**config.mk**
```make
export PLATFORM = sky130hd
export DESIGN_NAME = mrfm_acq_ctrl
export DESIGN_NICKNAME = d
export VERILOG_FILES = /design/src/rtl/mrfm_acq_pkg.sv /design/src/rtl/mrfm_frame_counter.sv /design/src/rtl/setting_reg.sv /design/src/rtl/mrfm_acq_ctrl.sv
export SDC_FILE = /design/constraint.sdc
export NUM_CORES = 1
export LEC_CHECK = 0
export BUFFER_PORTS_ARGS = -buffer_cell sky130_fd_sc_hd__clkbuf_2
export CAP_MARGIN = 25
export CORE_MARGIN = 2
export CORE_UTILIZATION = 40
export DETAILED_ROUTE_END_ITERATION = 12
export SYNTH_ARGS = -nofsm -noshare
export SYNTH_HDL_FRONTEND = slang
export SYNTH_SLANG_ARGS = --single-unit
```
**constraint.sdc**
```tcl
create_clock -name clock -period 8.1 [get_ports clock]
set_input_delay 0.405 -clock clock [delete_from_list [all_inputs] [get_ports clock]]
set_output_delay 0.405 -clock clock [all_outputs]
set_load 0.05 [all_outputs]
```
**src/rtl/mrfm_acq_pkg.sv**
```systemverilog
// ---------------------------------------------------------------
// mrfm_acq_pkg: shared constants and state encoding. Rev 1.0
// ---------------------------------------------------------------
`default_nettype none

package mrfm_acq_pkg;

  typedef enum logic [2:0] {
    ST_IDLE      = 3'd0,
    ST_WAIT_SYNC = 3'd1,
    ST_SETTLE    = 3'd2,
    ST_CAPTURE   = 3'd3,
    ST_DONE      = 3'd4
  } state_t;

  localparam logic [6:0] ADDR_CFG_DEFAULT  = 7'd56;
  localparam logic [6:0] ADDR_CTRL_DEFAULT = 7'd57;
  localparam int         ARM_BIT           = 0;
  localparam int         ABORT_BIT         = 1;

endpackage

`default_nettype wire

```
**src/rtl/mrfm_frame_counter.sv**
```systemverilog
// ---------------------------------------------------------------
// mrfm_frame_counter: 16-bit strobe counter with terminal compare. Rev 1.0
// ---------------------------------------------------------------
`default_nettype none

module mrfm_frame_counter #(
  parameter bit ZERO_IS_ONE = 1'b1
) (
  input  logic        clock,
  input  logic        reset,
  input  logic        load,
  input  logic        clear,
  input  logic        count_en,
  input  logic        strobe,
  input  logic [15:0] len_in,
  output logic        term,
  output logic        len_zero
);

  logic [15:0] len_q, len_d;
  logic [15:0] cnt_q, cnt_d;

  always_comb begin
    len_d = len_q;
    if (load)
      len_d = (ZERO_IS_ONE && (len_in == 16'd0)) ? 16'd1 : len_in;

    // 17-bit compare so a length of 65535 cannot wrap before matching
    term = count_en && strobe &&
           (({1'b0, cnt_q} + 17'd1) == {1'b0, len_q});

    cnt_d = cnt_q;
    if (load || clear || term)
      cnt_d = 16'd0;
    else if (count_en && strobe)
      cnt_d = cnt_q + 16'd1;
  end

  always_ff @(posedge clock) begin
    if (reset) begin
      len_q <= 16'd0;
      cnt_q <= 16'd0;
    end else begin
      len_q <= len_d;
      cnt_q <= cnt_d;
    end
  end

  assign len_zero = (len_q == 16'd0);

endmodule

`default_nettype wire

```
**src/rtl/setting_reg.sv**
```systemverilog
// ---------------------------------------------------------------
// setting_reg: reset-to-0 register on the serial settings bus. Rev 1.0
// ---------------------------------------------------------------
`default_nettype none

module setting_reg #(
  parameter logic [6:0] MY_ADDR = 7'd0
) (
  input  logic        clock,
  input  logic        reset,
  input  logic        strobe,
  input  logic [6:0]  addr,
  input  logic [31:0] in,
  output logic [31:0] out
);

  logic [31:0] out_q, out_d;

  always_comb begin
    out_d = out_q;
    if (strobe && (addr == MY_ADDR))
      out_d = in;
  end

  always_ff @(posedge clock) begin
    if (reset) out_q <= 32'd0;
    else       out_q <= out_d;
  end

  assign out = out_q;

endmodule

`default_nettype wire

```
**src/rtl/mrfm_acq_ctrl.sv**
```systemverilog
// ---------------------------------------------------------------
// mrfm_acq_ctrl: sync-aligned frame acquisition sequencer. Rev 1.0
// ---------------------------------------------------------------
`default_nettype none

module mrfm_acq_ctrl
  import mrfm_acq_pkg::*;
#(
  parameter logic [6:0] ADDR_CFG  = ADDR_CFG_DEFAULT,
  parameter logic [6:0] ADDR_CTRL = ADDR_CTRL_DEFAULT
) (
  input  logic        clock,
  input  logic        reset,
  input  logic        enable,
  input  logic        serial_strobe,
  input  logic [6:0]  serial_addr,
  input  logic [31:0] serial_data,
  input  logic        sync_in,
  input  logic        strobe_in,
  output logic        strobe_out,
  output logic        busy,
  output logic        done,
  output logic [15:0] frames_done,
  output logic [2:0]  state_dbg
);

  state_t      state_q, state_d;
  logic        sync_dly_q;
  logic        done_q, done_d;
  logic [15:0] frames_done_q, frames_done_d;
  logic [15:0] nframes_q, nframes_d;
  logic [31:0] cfg;

  logic ctrl_wr, arm_req, abort_req, load, sync_edge;
  logic settle_term, settle_zero, cap_term;
  logic cap_len_zero_unused;
  logic unused_ctrl_bits;

  setting_reg #(.MY_ADDR(ADDR_CFG)) u_cfg (
    .clock  (clock),
    .reset  (reset),
    .strobe (serial_strobe),
    .addr   (serial_addr),
    .in     (serial_data),
    .out    (cfg)
  );

  assign ctrl_wr   = serial_strobe && (serial_addr == ADDR_CTRL);
  assign arm_req   = ctrl_wr && serial_data[ARM_BIT];
  assign abort_req = (ctrl_wr && serial_data[ABORT_BIT]) || !enable;
  assign load      = (state_q == ST_IDLE) && arm_req && !abort_req;
  assign sync_edge = sync_in && !sync_dly_q;
  assign unused_ctrl_bits = ^serial_data[15:2];

  mrfm_frame_counter #(.ZERO_IS_ONE(1'b0)) u_settle_cnt (
    .clock    (clock),
    .reset    (reset),
    .load     (load),
    .clear    (abort_req),
    .count_en (state_q == ST_SETTLE),
    .strobe   (strobe_in),
    .len_in   (cfg[15:0]),
    .term     (settle_term),
    .len_zero (settle_zero)
  );

  mrfm_frame_counter #(.ZERO_IS_ONE(1'b1)) u_sample_cnt (
    .clock    (clock),
    .reset    (reset),
    .load     (load),
    .clear    (abort_req),
    .count_en (state_q == ST_CAPTURE),
    .strobe   (strobe_in),
    .len_in   (cfg[31:16]),
    .term     (cap_term),
    .len_zero (cap_len_zero_unused)
  );

  always_comb begin
    state_d       = state_q;
    done_d        = done_q;
    frames_done_d = frames_done_q;
    nframes_d     = nframes_q;

    unique case (state_q)
      ST_IDLE: begin
        if (load) begin
          state_d       = ST_WAIT_SYNC;
          done_d        = 1'b0;
          frames_done_d = 16'd0;
          nframes_d     = serial_data[31:16];
        end
      end
      ST_WAIT_SYNC: begin
        if (sync_edge)
          state_d = settle_zero ? ST_CAPTURE : ST_SETTLE;
      end
      ST_SETTLE: begin
        if (settle_term)
          state_d = ST_CAPTURE;
      end
      ST_CAPTURE: begin
        if (cap_term) begin
          if (frames_done_q != 16'hFFFF)
            frames_done_d = frames_done_q + 16'd1;
          if ((nframes_q != 16'd0) &&
              (({1'b0, frames_done_q} + 17'd1) == {1'b0, nframes_q})) begin
            state_d = ST_DONE;
            done_d  = 1'b1;
          end else begin
            state_d = ST_WAIT_SYNC;
          end
        end
      end
      ST_DONE:  state_d = ST_IDLE;
      default:  state_d = ST_IDLE;
    endcase

    // Abort wins over everything, including a completing strobe
    if (abort_req) begin
      state_d       = ST_IDLE;
      done_d        = done_q;
      frames_done_d = frames_done_q;
      nframes_d     = nframes_q;
    end
  end

  always_ff @(posedge clock) begin
    if (reset) begin
      state_q       <= ST_IDLE;
      sync_dly_q    <= 1'b0;
      done_q        <= 1'b0;
      frames_done_q <= 16'd0;
      nframes_q     <= 16'd0;
    end else begin
      state_q       <= state_d;
      sync_dly_q    <= sync_in;
      done_q        <= done_d;
      frames_done_q <= frames_done_d;
      nframes_q     <= nframes_d;
    end
  end

  assign strobe_out  = strobe_in && (state_q == ST_CAPTURE) && !reset;
  assign busy        = (state_q != ST_IDLE);
  assign done        = done_q;
  assign frames_done = frames_done_q;
  assign state_dbg   = state_q;

endmodule

`default_nettype wire

```
==> flow_metrics.env, run 1 <==
export IMPL_p_leak_uw=0.002741
export IMPL_clock_latency_ps=420
export IMPL_cp_arrival_ps=3690
export IMPL_met3_usage_pct=4.302
export IMPL_cts_sinks=133
export IMPL_min_period_ps=3338
export IMPL_drtIter0Drc=442
export IMPL_synth_ff_type="dfxtp_1"
export IMPL_fp_dieH_um=135.7
export IMPL_yosys_warnings=0
export IMPL_dpl_cell_area_sq_um=7305
export IMPL_num_vias=6298
export IMPL_synth_cell_type_count=68
export IMPL_path_class="register to register"
export IMPL_pre_cts_ws_ps=4720
export IMPL_grt_overflow_total=0
export IMPL_wl_per_cell_um=15.83
export IMPL_synth_edf_count=0
export IMPL_gp_congestion=0.8928
export IMPL_syn_instance_count=897
export IMPL_p_per_area_nw_per_um2=190.8
export IMPL_drc=0
export IMPL_setup_ws_ps=4762
export IMPL_slew_headroom_pct=40.47
export IMPL_numCtsBuffers=17
export IMPL_use_met2_pct=33.05
export IMPL_path_clk_slew_ps=60
export IMPL_grt_usage_pct=20.57
export IMPL_clock_path_buffers=2
export IMPL_end_kind="register"
export IMPL_final_hold_violation_count=0
export IMPL_worst_pin_slew_ps=892.9
export IMPL_netlist_area_sq_um=6937
export IMPL_first_global_vias=5839
export IMPL_fin_crit_sh_pct=41.21
export IMPL_hold_class="input port to register"
export IMPL_maxSlewViolCount=0
export IMPL_dp_hpwl_um=13050
export IMPL_rsz0062_at_grt="no"
export IMPL_finalSetupTns_ps=0
export IMPL_die_w_um=135.7
export IMPL_diodes=0
export IMPL_core_region_area_sq_um=17120
export IMPL_synth_fp_nets=945
export IMPL_fill_cells=1776
export IMPL_max_freq_mhz=299.6
export IMPL_drive_gt1_share_pct=12.41
export IMPL_cts_tree="done"
export IMPL_peakVddDrop_mv=0.1499
export IMPL_root_buffer="clkbuf_16"
export IMPL_nets=970
export IMPL_die_area_sq_um=18410
export IMPL_ant_nets=0
export IMPL_cts_setup_buffers=0
export IMPL_areaGrowthSynthToFinish_pct=14.34
export IMPL_cts_repair_resized=0
export IMPL_num_rows=48
export IMPL_ios=67
export IMPL_skew_ps=10.53
export IMPL_max_cap_violations=0
export IMPL_grt_max_degree=87
export IMPL_portBuffers=66
export IMPL_crit_required_ps=8460
export IMPL_final_area_sq_um=7931
export IMPL_synth_async_reset_ratio_pct=0
export IMPL_worstPathMaxFanout=15
export IMPL_gr_usage_met1_pct=27.58
export IMPL_ctsHoldBuffers=0
export IMPL_cp_start_kind="register"
export IMPL_synth_area_per_cell_sq_um=7.733
export IMPL_ys_seq_area_share_pct=38.38
export IMPL_dr_pass1_iters=5
export IMPL_status="finished, final reports clean"
export IMPL_busiest_layer="met2"
export IMPL_viasPerCell=5.429
export IMPL_routed_wl_um=18370
export IMPL_grt_pass1_wl_um=30020
export IMPL_antenna_found_initial=0
export IMPL_initial_core_util_pct=40.53
export IMPL_hold_ws_ps=220.4
export IMPL_post_route_util_pct=46.34
export IMPL_finalSetupViolCount=0
export IMPL_synth_seq_cells=133
export IMPL_htreeDepth=4
[Yosys cell counts (15+ instances only)]
| library cell | instances | area [sq um] |
|---|---|---|
| xor2_1 | 36 | 315.3 |
| dfxtp_1 | 133 | 2663 |
| xnor2_1 | 59 | 516.8 |
| nand3_1 | 29 | 145.1 |
| a21oi_1 | 90 | 450.4 |
| nor2_1 | 63 | 236.5 |
| nand4_1 | 21 | 131.4 |
| nor3_1 | 18 | 90.09 |
| nor4_1 | 15 | 93.84 |
| nand2_1 | 210 | 788.3 |
| clkbuf_1 | 46 | 172.7 |
[final timing paths]
path / startpoint / endpoint / slack, ps / cells after the start
setup reg to reg: u_sample_cnt.cnt_q[0] / frames_done[6] / 4760 / 8
hold reg to reg: u_cfg.out[14] / u_cfg.out[14] / 450 / 2
hold / removal: serial_data[10] / u_cfg.out[10] / 220 / 3
setup / recovery: u_sample_cnt.cnt_q[0] / frames_done[6] / 4760 / 8
[worst max-delay path: stages, from the launching register on]
cell       delay, ps
dfxtp_1          460
ha_1             520
nand2_1          190
nor3_1           480
o221ai_1         250
a2111oi_4        440
nand2_2          300
or4_1            560
nand3_1           90
[state kept, by name, indices dropped and copies added, names as in the netlist]
register and flops:
u_cfg.out 32, frames_done 16, nframes_q 16, u_sample_cnt.cnt_q 16, u_sample_cnt.len_q 16, u_settle_cnt.cnt_q 16
u_settle_cnt.len_q 16, state_dbg 3, done 1, sync_dly_q 1
[metrics by stage]
step	total power (uW)	std cells
2_1_floorplan	688.9	897
3_3_place_gp	708.6	1128
3_5_place_dp	708.0	1128
4_1_cts	1526	1160
5_1_grt	1560	1160
6_report	1513	1160
[cell families after synthesis]
group | Yosys count | share of synthesized area (%)
AOI/OAI and AO/OA | 171 | 15.68
DFF | 133 | 38.38
adders and majority gates | 3 | 0.5412
buffers and inverters | 77 | 4.762
and+or+nand+nor | 417 | 28.50
muxes | 1 | 0.1443
xor gates and xnor gates | 95 | 11.99
[area by class of cell]
cell class	count	area [sq um]	area share, %
clock buffers	23	478.0	6.026
clock inverters	9	148.9	1.877
inverters	13	48.80	0.6152
multi-input cells	687	3951	49.82
flip-flops and latches	133	2663	33.57
well taps	225	281.5	3.549
repair buffers	70	360.3	4.543
[where the power goes]
part           internal (uW)  total (uW)  switching, uW
clock                    538         820            282
combinational           12.2        36.6           24.4
sequential               656         657           1.25
[cell usage in the layout, fill, tap and decap left out, types with 4 or more instances in the layout]
cell type and n:
clkinv_2 4, o21ai_0 13, or3_1 5, clkbuf_2 65, a211oi_1 8, o31ai_1 7
and4_1 9, buf_4 4, inv_1 13, nor4_1 15, a31oi_1 7, xnor2_1 59
nand2_1 210, bufinv_16 4, nand2b_1 4, nor3_1 18, nand3_1 29, clkbuf_16 17
nor2_1 62, xor2_1 36, a21oi_1 90, nand4_1 21, or4_1 9, o211ai_1 9
dfxtp_1 133, and3_1 4, and2_1 6
[routing by layer]
metal / routed length, um / vias up / part of all wire [%]
met5: 0 / - / 0
met1: 8639 / 2967 / 47
met2: 8591 / 152 / 47
met3: 814 / 21 / 4.4
li1: - / 3158 / -
met4: 321 / 0 / 1.7
No activity file was read; power rests on OpenSTA's default activity.
==> run 2, diff against run 1 <==
Clock period 8.1 ns to 3.22 ns, I/O delays scaled along.
==> flow_metrics.env, run 2 (synthesis results as in run 1) <==
export IMPL_crit_required_ps=3510
export IMPL_worstPathMaxFanout=16
export IMPL_dp_hpwl_um=13390
export IMPL_power_switching_uw=798.3
export IMPL_clock_path_buffers=2
export IMPL_finalSetupViolCount=0
export IMPL_first_global_vias=5934
export IMPL_grt_overflow_total=0
export IMPL_grt_max_degree=62
export IMPL_layout_common_cells="210 x nand2_1, 133 x dfxtp_1, 90 x a21oi_1, 65 x clkbuf_2, 62 x nor2_1"
export IMPL_max_cap_violations=0
export IMPL_initial_core_util_pct=40.53
export IMPL_diodes=0
export IMPL_portBuffers=66
export IMPL_htreeDepth=4
export IMPL_cts_sinks=133
export IMPL_seqPwrFrac_pct=46.9
export IMPL_num_vias=6470
export IMPL_antenna_found_initial=0
export IMPL_ant_nets=0
export IMPL_layout_commonest_cell="nand2_1"
export IMPL_grt_pass1_wl_um=30540
export IMPL_p_total_uw=3527
export IMPL_clock_latency_ps=420
export IMPL_grt_usage_pct=21.04
export IMPL_skew_ps=10.93
export IMPL_routed_wl_um=19040
export IMPL_fill_cells=1707
export IMPL_slew_headroom_pct=34.05
export IMPL_finalSetupTns_ps=0
export IMPL_max_freq_mhz=334.3
export IMPL_largest_reg_flops=32
export IMPL_ios=67
export IMPL_comb_power_share_pct=3.4
export IMPL_drive_gt1_share_pct=14.24
export IMPL_status="finished, final reports clean"
export IMPL_end_kind="register"
export IMPL_reg2reg_slack_ps=230
export IMPL_core_region_area_sq_um=17120
export IMPL_drc=0
export IMPL_crit_start="u_settle_cnt.cnt_q[0]"
export IMPL_wl_per_cell_um=15.76
export IMPL_numCtsBuffers=17
export IMPL_cp_arrival_ps=3280
export IMPL_die_area_sq_um=18410
export IMPL_drtIter0Drc=510
export IMPL_num_rows=48
export IMPL_dr_pass1_iters=5
export IMPL_areaGrowthSynthToFinish_pct=19.43
export IMPL_root_buffer="clkbuf_16"
export IMPL_rsz0062_at_grt="no"
export IMPL_nets=1018
export IMPL_final_hold_violation_count=0
export IMPL_p_int_uw=2729
export IMPL_maxSlewViolCount=0
export IMPL_reg2reg_from="u_settle_cnt.cnt_q[0]"
export IMPL_p_per_area_nw_per_um2=425.7
export IMPL_fin_crit_sh_pct=92.90
export IMPL_fp_dieH_um=135.7
export IMPL_hold_class="input port to register"
export IMPL_gp_congestion=0.9148
export IMPL_min_period_ps=2992
export IMPL_p_leak_uw=0.002911
export IMPL_cp_start_kind="register"
export IMPL_switching_share_pct=22.64
export IMPL_power_frac_clock_pct=49.7
export IMPL_cts_setup_buffers=0
export IMPL_worst_pin_slew_ps=988.1
export IMPL_path_clk_slew_ps=60
export IMPL_hp_start="serial_data[21]"
export IMPL_cts_tree="done"
export IMPL_viasPerCell=5.356
export IMPL_peakVddDrop_mv=0.3621
export IMPL_die_w_um=135.7
export IMPL_path_class="register to register"
run 2: changes by cell type in the layout (fill, tap and decap cells not counted):
cell           previous run  this run
clkinv_2                  4         2
nor3_2                    1         0
clkbuf_8                  3         2
buf_4                     4        26
nor4_2                    0         1
nand2b_2                  0         1
inv_6                     0         1
nand2b_1                  4         3
clkinvlp_4                0         4
bufinv_16                 4         0
clkinv_4                  1         3
dlygate4sd3_1             0        26
nor4_1                   15        14
nor3_4                    1         2
run 2: final timing paths:
check	end	cells after the start
hold / removal	nframes_q[5]	3
setup reg to reg	u_settle_cnt.cnt_q[13]	10
hold reg to reg	u_settle_cnt.len_q[4]	2
setup / recovery	u_settle_cnt.cnt_q[13]	10
run 2: through the flow:
step / hold slack, ps / std cells / utilization, % / area (sq um) / setup WS, ps
floorplan: 289.2 / 897 / - / 6937 / 212.4
global placement: 392.7 / 1150 / 43.64 / 7470 / 179.6
detailed placement: 394.4 / 1150 / 43.64 / 7470 / 178.7
CTS: 0.03483 / 1208 / 48.31 / 8269 / 143.5
global route: 1.841 / 1208 / 48.40 / 8284 / 4.191
finish: 11.12 / 1208 / 48.40 / 8284 / 228.5
run 2: repair_timing:
| item | 4_1_cts | 5_1_grt |
|---|---|---|
| hold endpoints to repair | 33 | 0 |
| gates resized for setup | 0 | 3 |
| endpoints found under the setup margin | 0 | 34 |
| hold buffers | 26 | 0 |
run 2: cell type report:
class | instances | area (sq um) | share of cell area [%]
Timing Repair Buffer | 118 | 785.8 | 9.485
Sequential cell | 133 | 2663 | 32.14
Clock inverter | 10 | 75.07 | 0.9062
Multi-Input combinational cell | 687 | 3966 | 47.88
Clock buffer | 22 | 464.2 | 5.603
Tap cell | 225 | 281.5 | 3.398
Inverter | 13 | 48.80 | 0.5890
run 2: per-layer routing:
| metal | track usage, % | vias to the layer above | part of all wire, % |
|---|---|---|---|
| li1 | - | 3256 | - |
| met1 | 27.97 | 3014 | 46 |
| met2 | 33.89 | 176 | 48 |
| met3 | 4.227 | 24 | 4.8 |
| met4 | 7.523 | 0 | 1.5 |
| met5 | 0 | - | 0 |
run 2: worst max-delay path, stage by stage, from the launching register on:
cell and delay [ps]:
dfxtp_1 410, ha_1 290, and3_1 290, nand3_1 140
or3_1 360, a21o_1 180, or4_1 480, nor4_2 260
nand2b_1 150, buf_4 230, nor2_1 80
run 2: power by group through the flow:
stage          logic [uW]  clock network [uW]  registers [uW]
2_1_floorplan        40.6                   0            1690
3_3_place_gp         94.2                   0            1690
3_5_place_dp         94.9                   0            1690
4_1_cts               120                1790            1650
5_1_grt               129                1860            1650
6_report              120                1750            1650
